File: src/rtl/mem_port_arbiter.sv
// Arbiter for the shared instruction/data memory port: the MEM stage has priority,
// and an anti-starvation counter forces an IF grant after MAX_WAIT consecutive losses.
module mem_port_arbiter #(
    parameter int LAT      = 2,
    parameter int MAX_WAIT = 4
) (
    input  logic clk_i,
    input  logic rst_i,
    input  logic if_req_i,
    input  logic mem_req_i,
    input  logic mem_we_i,
    output logic sel_o,
    output logic mem_en_o,
    output logic mem_we_o,
    output logic if_gnt_o,
    output logic mem_gnt_o,
    output logic if_done_o,
    output logic mem_done_o,
    output logic busy_o,
    output logic dbg_state_o
);

    // Handshake: a requester raises req and holds it until its one-cycle done pulse.
    // Requests are sampled only in IDLE, and a granted access always runs to completion.

    localparam int LCW = (LAT > 1) ? $clog2(LAT) : 1;
    localparam int WCW = (MAX_WAIT > 0) ? $clog2(MAX_WAIT + 1) : 1;
    localparam logic [LCW-1:0] LAT_LOAD = LCW'(LAT - 1);
    localparam logic [WCW-1:0] WAIT_MAX = WCW'(MAX_WAIT);

    typedef enum logic {IDLE = 1'b0, BUSY = 1'b1} state_t;

    state_t           state, state_nxt;
    logic             owner, owner_nxt;
    logic             we_lat, we_lat_nxt;
    logic [LCW-1:0]   lat_cnt, lat_nxt;
    logic [WCW-1:0]   wait_cnt, wait_nxt;
    logic             grant_mem;
    logic             force_if;

    always_ff @(posedge clk_i) begin
        if (!rst_i) begin
            state    <= IDLE;
            owner    <= 1'b0;
            we_lat   <= 1'b0;
            lat_cnt  <= '0;
            wait_cnt <= '0;
        end else begin
            state    <= state_nxt;
            owner    <= owner_nxt;
            we_lat   <= we_lat_nxt;
            lat_cnt  <= lat_nxt;
            wait_cnt <= wait_nxt;
        end
    end

    always_comb begin
        state_nxt  = state;
        owner_nxt  = owner;
        we_lat_nxt = we_lat;
        lat_nxt    = lat_cnt;
        wait_nxt   = wait_cnt;
        force_if   = (MAX_WAIT != 0) && (wait_cnt == WAIT_MAX);
        grant_mem  = 1'b0;
        case (state)
            IDLE: begin
                if (if_req_i || mem_req_i) begin
                    grant_mem  = mem_req_i && !(if_req_i && force_if);
                    state_nxt  = BUSY;
                    lat_nxt    = LAT_LOAD;
                    owner_nxt  = grant_mem;
                    we_lat_nxt = grant_mem && mem_we_i;
                    // Count only losses with IF actually waiting; an IF win clears it.
                    if (if_req_i) begin
                        if (!grant_mem)
                            wait_nxt = '0;
                        else if (wait_cnt != WAIT_MAX)
                            wait_nxt = wait_cnt + WCW'(1);
                    end
                end
            end
            BUSY: begin
                if (lat_cnt == '0)
                    state_nxt = IDLE;
                else
                    lat_nxt = lat_cnt - LCW'(1);
            end
            default: state_nxt = IDLE;
        endcase
    end

    always_comb begin
        sel_o       = 1'b0;
        mem_en_o    = 1'b0;
        mem_we_o    = 1'b0;
        if_gnt_o    = 1'b0;
        mem_gnt_o   = 1'b0;
        if_done_o   = 1'b0;
        mem_done_o  = 1'b0;
        busy_o      = (state == BUSY);
        dbg_state_o = state;
        if (state == BUSY) begin
            sel_o      = owner;
            mem_en_o   = 1'b1;
            mem_we_o   = owner && we_lat;
            if_gnt_o   = !owner;
            mem_gnt_o  = owner;
            if_done_o  = !owner && (lat_cnt == '0);
            mem_done_o = owner && (lat_cnt == '0);
        end
    end

endmodule

File: config.mk
export PLATFORM = sky130hd
export DESIGN_NAME = mem_port_arbiter
export DESIGN_NICKNAME = d
export VERILOG_FILES = /design/src/rtl/mem_port_arbiter.sv
export SDC_FILE = /design/constraint.sdc
export NUM_CORES = 1
export LEC_CHECK = 0
export BUFFER_PORTS_ARGS = -buffer_cell sky130_fd_sc_hd__buf_2
export CORE_AREA = 2 2 39 41
export CTS_CLUSTER_SIZE = 20
export DETAILED_ROUTE_END_ITERATION = 7
export DIE_AREA = 0 0 41 43
export PLACE_DENSITY = 0.58
export SLEW_MARGIN = 10
export SYNTH_ARGS = -nofsm -noshare
export SYNTH_HDL_FRONTEND = slang
export SYNTH_SLANG_ARGS = --single-unit
File: constraint.sdc
create_clock -name clk_i -period 2.29 [get_ports clk_i]
set_input_delay 0.458 -clock clk_i [delete_from_list [all_inputs] [get_ports clk_i]]
set_output_delay 0.458 -clock clk_i [all_outputs]
set_load 0.005 [all_outputs]
Word-level counts from Yosys, hierarchy flattened
Cells that the tools add are included.
{"block": "op_classes", "mux": 14, "n_addsub": 2, "n_reduce_logical": 11, "n_eq_ne": 4, "bitwise_logic": 2}
{"operator": "$mux W1", "count": 10}
{"operator": "$logic_and A1 B1 Y1", "count": 6}
{"operator": "$mux W3", "count": 2}
{"operator": "$pmux W1 S2", "count": 2}
{"operator": "$reduce_and A4 Y1", "count": 1}
{"operator": "$add A3 B1 Y3 const B", "count": 1}
{"operator": "$eq A3 B3 Y1 const B", "count": 1}
{"operator": "$ne A3 B3 Y1 const B", "count": 1}
{"operator": "$logic_not A1 Y1", "count": 2}
{"operator": "$ne A2 B1 Y1 const B", "count": 1}
{"operator": "$ne A2 B2 Y1 const B", "count": 1}
{"operator": "$not A1 Y1", "count": 2}
{"operator": "$reduce_and A2 Y1", "count": 1}
{"operator": "$logic_or A1 B1 Y1", "count": 1}
{"operator": "$sub A1 B1 Y1 const B", "count": 1}
{"block": "totals", "reg_bits": 7, "in_bits": 5, "out_inout_bits": 9}

Logic depth before layout (Yosys ltp)
{"block": "depth", "word_depth": 6, "ltp_mapped": 5, "mapped_depth_nobuf": 5}

Least setup slack after synthesis
OpenSTA, ideal clock, no wires.
{"block": "synth_path", "path_kind": "reg2out", "startpoint": "register state (netlist: busy_o)", "endpoint": "output if_done_o", "required_time_ps": 1832, "arrival_ps": 819, "stages_incl_launch_ff": 3, "path_slack_ps": 1013, "path_buffers": 0, "cell_sequence": "dfxtp_1 -> nor2b_1 -> nor2b_1"}
{"block": "synth_via", "elab_chain_len": 1}
{"item": "from (decl)", "line_no": "33", "source": "state_t state, state_nxt;"}
{"item": "from (signal assigned)", "line_no": "49", "source": "state <= state_nxt;"}
{"item": "$mux W1", "line_no": "102", "source": "if (state == BUSY) begin"}
{"item": "to (decl)", "line_no": "17", "source": "output logic if_done_o,"}
Every way passes these cells.

Worst setup path after layout
Same ends and word-level chain as after synthesis.

==> PnR_summary.wiki <==
{| class="wikitable"
! Metric !! Value
|-
| Endpoints failing setup || 0
|-
| Number of nets in the synthesized netlist || 51
|-
| Yosys warning total || 0
|-
| Number of DRC violations after detailed routing || 0
|-
| Number of clock buffers inserted by TritonCTS || 3
|-
| Quantity of hold-fixing buffers added after cts || 0
|-
| Wire length of the first global-routing pass || 1.09 mm
|-
| CORE AREA || 0.00138 mm^2
|-
| Routed len/inst || 9.91 um
|-
| Die height || 43 um
|-
| Antenna Violating Nets Remaining || 0
|-
| Proportion of power drawn by flip-flops and latches || a little under half
|-
| Overall Power || 293 uW
|-
| Leading area contributor after synthesis || sky130_fd_sc_hd__dfxtp_1
|-
| Clock period minus final worst setup slack || approximately 1600 ps
|-
| Portion of synthesized cell area occupied by the leading cell type || around 37%
|-
| Number of global-route vias before repair || 290
|-
| Total number of nets in the final design || 66
|-
| Post-Synthesis Cell Area || ~380 um^2
|-
| Count of cells resized by post-cts repair || 0
|-
| Pwr Density || 622 mW/mm^2
|-
| Library cell contributing the largest single delay on the critical path || sky130_fd_sc_hd__dfxtp_1
|-
| Instance count along the most critical hold path || 3
|-
| Instance count of the mapped netlist || between 40 and 50
|-
| Buffer cell driving the clock tree root || sky130_fd_sc_hd__clkbuf_4
|-
| Detailed-route vias per instance || between 4 and 5
|-
| MaxCap Viol Count || 0
|-
| Buffers from clock root to sink, at most || 2
|-
| Most frequent cells in the layout || sky130_fd_sc_hd__buf_2, sky130_fd_sc_hd__dfxtp_1, sky130_fd_sc_hd__nand2_1
|-
| Final Wtd Congestion || 0.775
|-
| CTS tree || yes
|-
| Kind of cell adding the most delay to the critical path || flip-flops
|-
| Delay of the slowest cell on the worst path || around 480 ps
|-
| Number of optimization iterations in the first detailed-route pass || 5
|-
| Initial antenna violation count || 0
|-
| Maximum number of pins on one net before global-route repair || 13
|-
| Synthesized area divided by synthesized cell count || roughly 8.7 um^2
|-
| Setup WS pre-CTS || approximately 900 ps
|-
| Critical path class || reg2out
|-
| Worst min-delay path category || in2reg
|-
| Total number of clock tree sinks || 7
|-
| Largest fanout on the critical path || 12
|-
| Critical Path Source Type || flip-flop
|-
| Actual slew at the worst max-slew pin || about 290 ps
|-
| Detailed-route via count || 344
|-
| Worst slew margin relative to its limit || 80.3%
|-
| Achievable frequency || 0.615 GHz
|-
| Post-route clock period utilization || 71.0%
|-
| Layout cells sized above 1 || 31.0%
|-
| Diodes inserted || 0
|-
| Cell-internal power || about 220 uW
|-
| GRT Residual Overflow || 0
|-
| Setup_tns || 0 ps
|-
| Setup repair after global routing missed its margin || false
|-
| Flop2flop setup slack || 1190 ps
|-
| Required time of the critical path || 1830 ps
|-
| Run status || finished clean
|-
| Endpoint of the worst hold-timing path || we_lat$_SDFFE_PN0P_
|-
| Worst Path Arrival || 1170 ps
|-
| Worst setup skew after layout || 2.83 ps
|-
| Biggest area contributors in the synthesized netlist || sky130_fd_sc_hd__dfxtp_1, sky130_fd_sc_hd__a21boi_1, sky130_fd_sc_hd__ha_1
|-
| Post-CTS setup buffer count || 0
|-
| Total number of placement rows || 14
|-
| Cell repeated most along the worst path || sky130_fd_sc_hd__nor2b_1
|-
| Reported net switching power || 74.4 uW
|-
| Synth-to-layout area growth || 23.2%
|-
| Sequential area share after synthesis || 36.6%
|-
| Largest vdd supply drop || ~220 uV
|-
| Num ports || 14
|-
| CTS H-tree depth || 1
|-
| Initial core utilization || 27.7%
|-
| Startpoint of the most critical register-to-register path || wait_cnt[0]$_SDFFE_PN0P_
|-
| Clock insertion delay at the later pin of the skew report || 250 ps
|-
| Register bit total from synthesis || 7
|-
| Iteration-0 DRC Markers || 5
|-
| CTS clock-pin slew for the worst setup and hold paths || 50 ps
|-
| Depth of the worst register-to-register path || 5
|-
| Kind of end point of the critical path || output pin
|-
| Total wire length || 733 um
|-
| Horiz. Die Dim || 41 um
|-
| Leakage power || around 0.21 nW
|-
| Power share of the clock group || 38.3%
|-
| Number of distinct library cell variants in the gate-level netlist after synthesis || 19
|-
| Die area || roughly 0.0018 mm^2
|-
| GRT Util Overall || about 9.7%
|-
| Final WS setup || 664 ps
|-
| Leading cell type in the layout, fill and taps excluded || sky130_fd_sc_hd__buf_2
|-
| Worst reg2reg path endpoint || wait_cnt[2]$_SDFFE_PN0P_
|-
| Cell-by-cell listing of the critical path || nor2b_1 -> nor2b_1 -> buf_2
|-
| Fillcell total || 147
|-
| Number of slew-limit violations in the final report || 0
|-
| Number of endpoints with negative hold slack in the final report || 0
|-
| Sw frac || between 20% and 30%
|-
| Launch point of the worst hold path || mem_we_i
|-
| Number of buffers and inverters on the critical path || 1
|-
| Number of input and output port buffers inserted || 13
|-
| Hpwl dp || ~570 um
|-
| Comb pwr share || approximately 15%
|}
-- power by group through the flow --
stage	combinational, mW	sequential (mW)	clock (mW)
finish	0.0435	0.137	0.112
global placement	0.0438	0.139	0
detailed placement	0.0438	0.140	0
global route	0.0499	0.139	0.123
floorplan	0.0296	0.138	0
CTS	0.0441	0.137	0.118
-- worst max path at each step --
stage	from	endpoint	slack (ps)	cells past startpoint
floorplan	busy_o$_SDFF_PN0_	if_done_o	1010	2
global placement	busy_o$_SDFF_PN0_	if_done_o	970	3
detailed placement	busy_o$_SDFF_PN0_	if_done_o	930	3
CTS	busy_o$_SDFF_PN0_	if_done_o	650	3
global route	busy_o$_SDFF_PN0_	if_done_o	500	3
finish	busy_o$_SDFF_PN0_	if_done_o	660	3
-- worst min-delay path, stage by stage --
cell,delay (ps)
sky130_fd_sc_hd__buf_2,90
sky130_fd_sc_hd__nand2_1,50
sky130_fd_sc_hd__o21ai_1,50
-- sequential cells by signal, indices dropped and copies added, names as in the netlist --
register and flops:
busy_o 1, wait_cnt 3, lat_cnt 1, owner 1, we_lat 1
-- synthesized netlist by cell type --
cell	n
sky130_fd_sc_hd__a21boi_1	5
sky130_fd_sc_hd__and2_1	1
sky130_fd_sc_hd__and2b_4	1
sky130_fd_sc_hd__and3_1	1
sky130_fd_sc_hd__buf_4	3
sky130_fd_sc_hd__dfxtp_1	7
sky130_fd_sc_hd__ha_1	2
sky130_fd_sc_hd__inv_1	2
sky130_fd_sc_hd__nand2_1	6
sky130_fd_sc_hd__nand2b_1	1
sky130_fd_sc_hd__nand3_1	2
sky130_fd_sc_hd__nand3b_1	1
sky130_fd_sc_hd__nand4_1	2
sky130_fd_sc_hd__nand4b_1	1
sky130_fd_sc_hd__nor2b_1	3
sky130_fd_sc_hd__nor3_1	1
sky130_fd_sc_hd__nor3b_1	2
sky130_fd_sc_hd__o21ai_1	2
sky130_fd_sc_hd__o21bai_2	1
-- routing by layer --
metal  global-route usage [%]  share of wire, %
met1                     10.7                47
met2                     13.1                43
met3                     4.71               8.9
met4                     8.00              0.95
met5                        0                 0
-- cells by family after synthesis --
family / after synthesis / synth area share [%]
AOI/OAI and AO/OA: 8 / 15.4
buffers and inverters: 5 / 7.84
and+or+nand+nor: 22 / 33.7
adders and majority gates: 2 / 6.53
DFF: 7 / 36.6
-- stage by stage --
step                      instances  hold slack [ps]  area [um^2]  util (%)
after floorplan                  44              432          383         -
after global placement           70              450          445      32.2
after detailed placement         70              463          445      32.2
after CTS                        74              441          472      34.1
after global routing             74              445          472      34.1
final                            74              445          472      34.1
-- area by class of cell --
cell class                      count  area, um^2  area share, %
Sequential cell                     7         140           29.7
Inverter                            2        7.51           1.59
Clock buffer                        4        26.3           5.57
Multi-Input combinational cell     32         213           45.1
Timing Repair Buffer               13        65.1           13.8
Tap cell                           16        20.0           4.24
(Power assumes the default switching activity.)
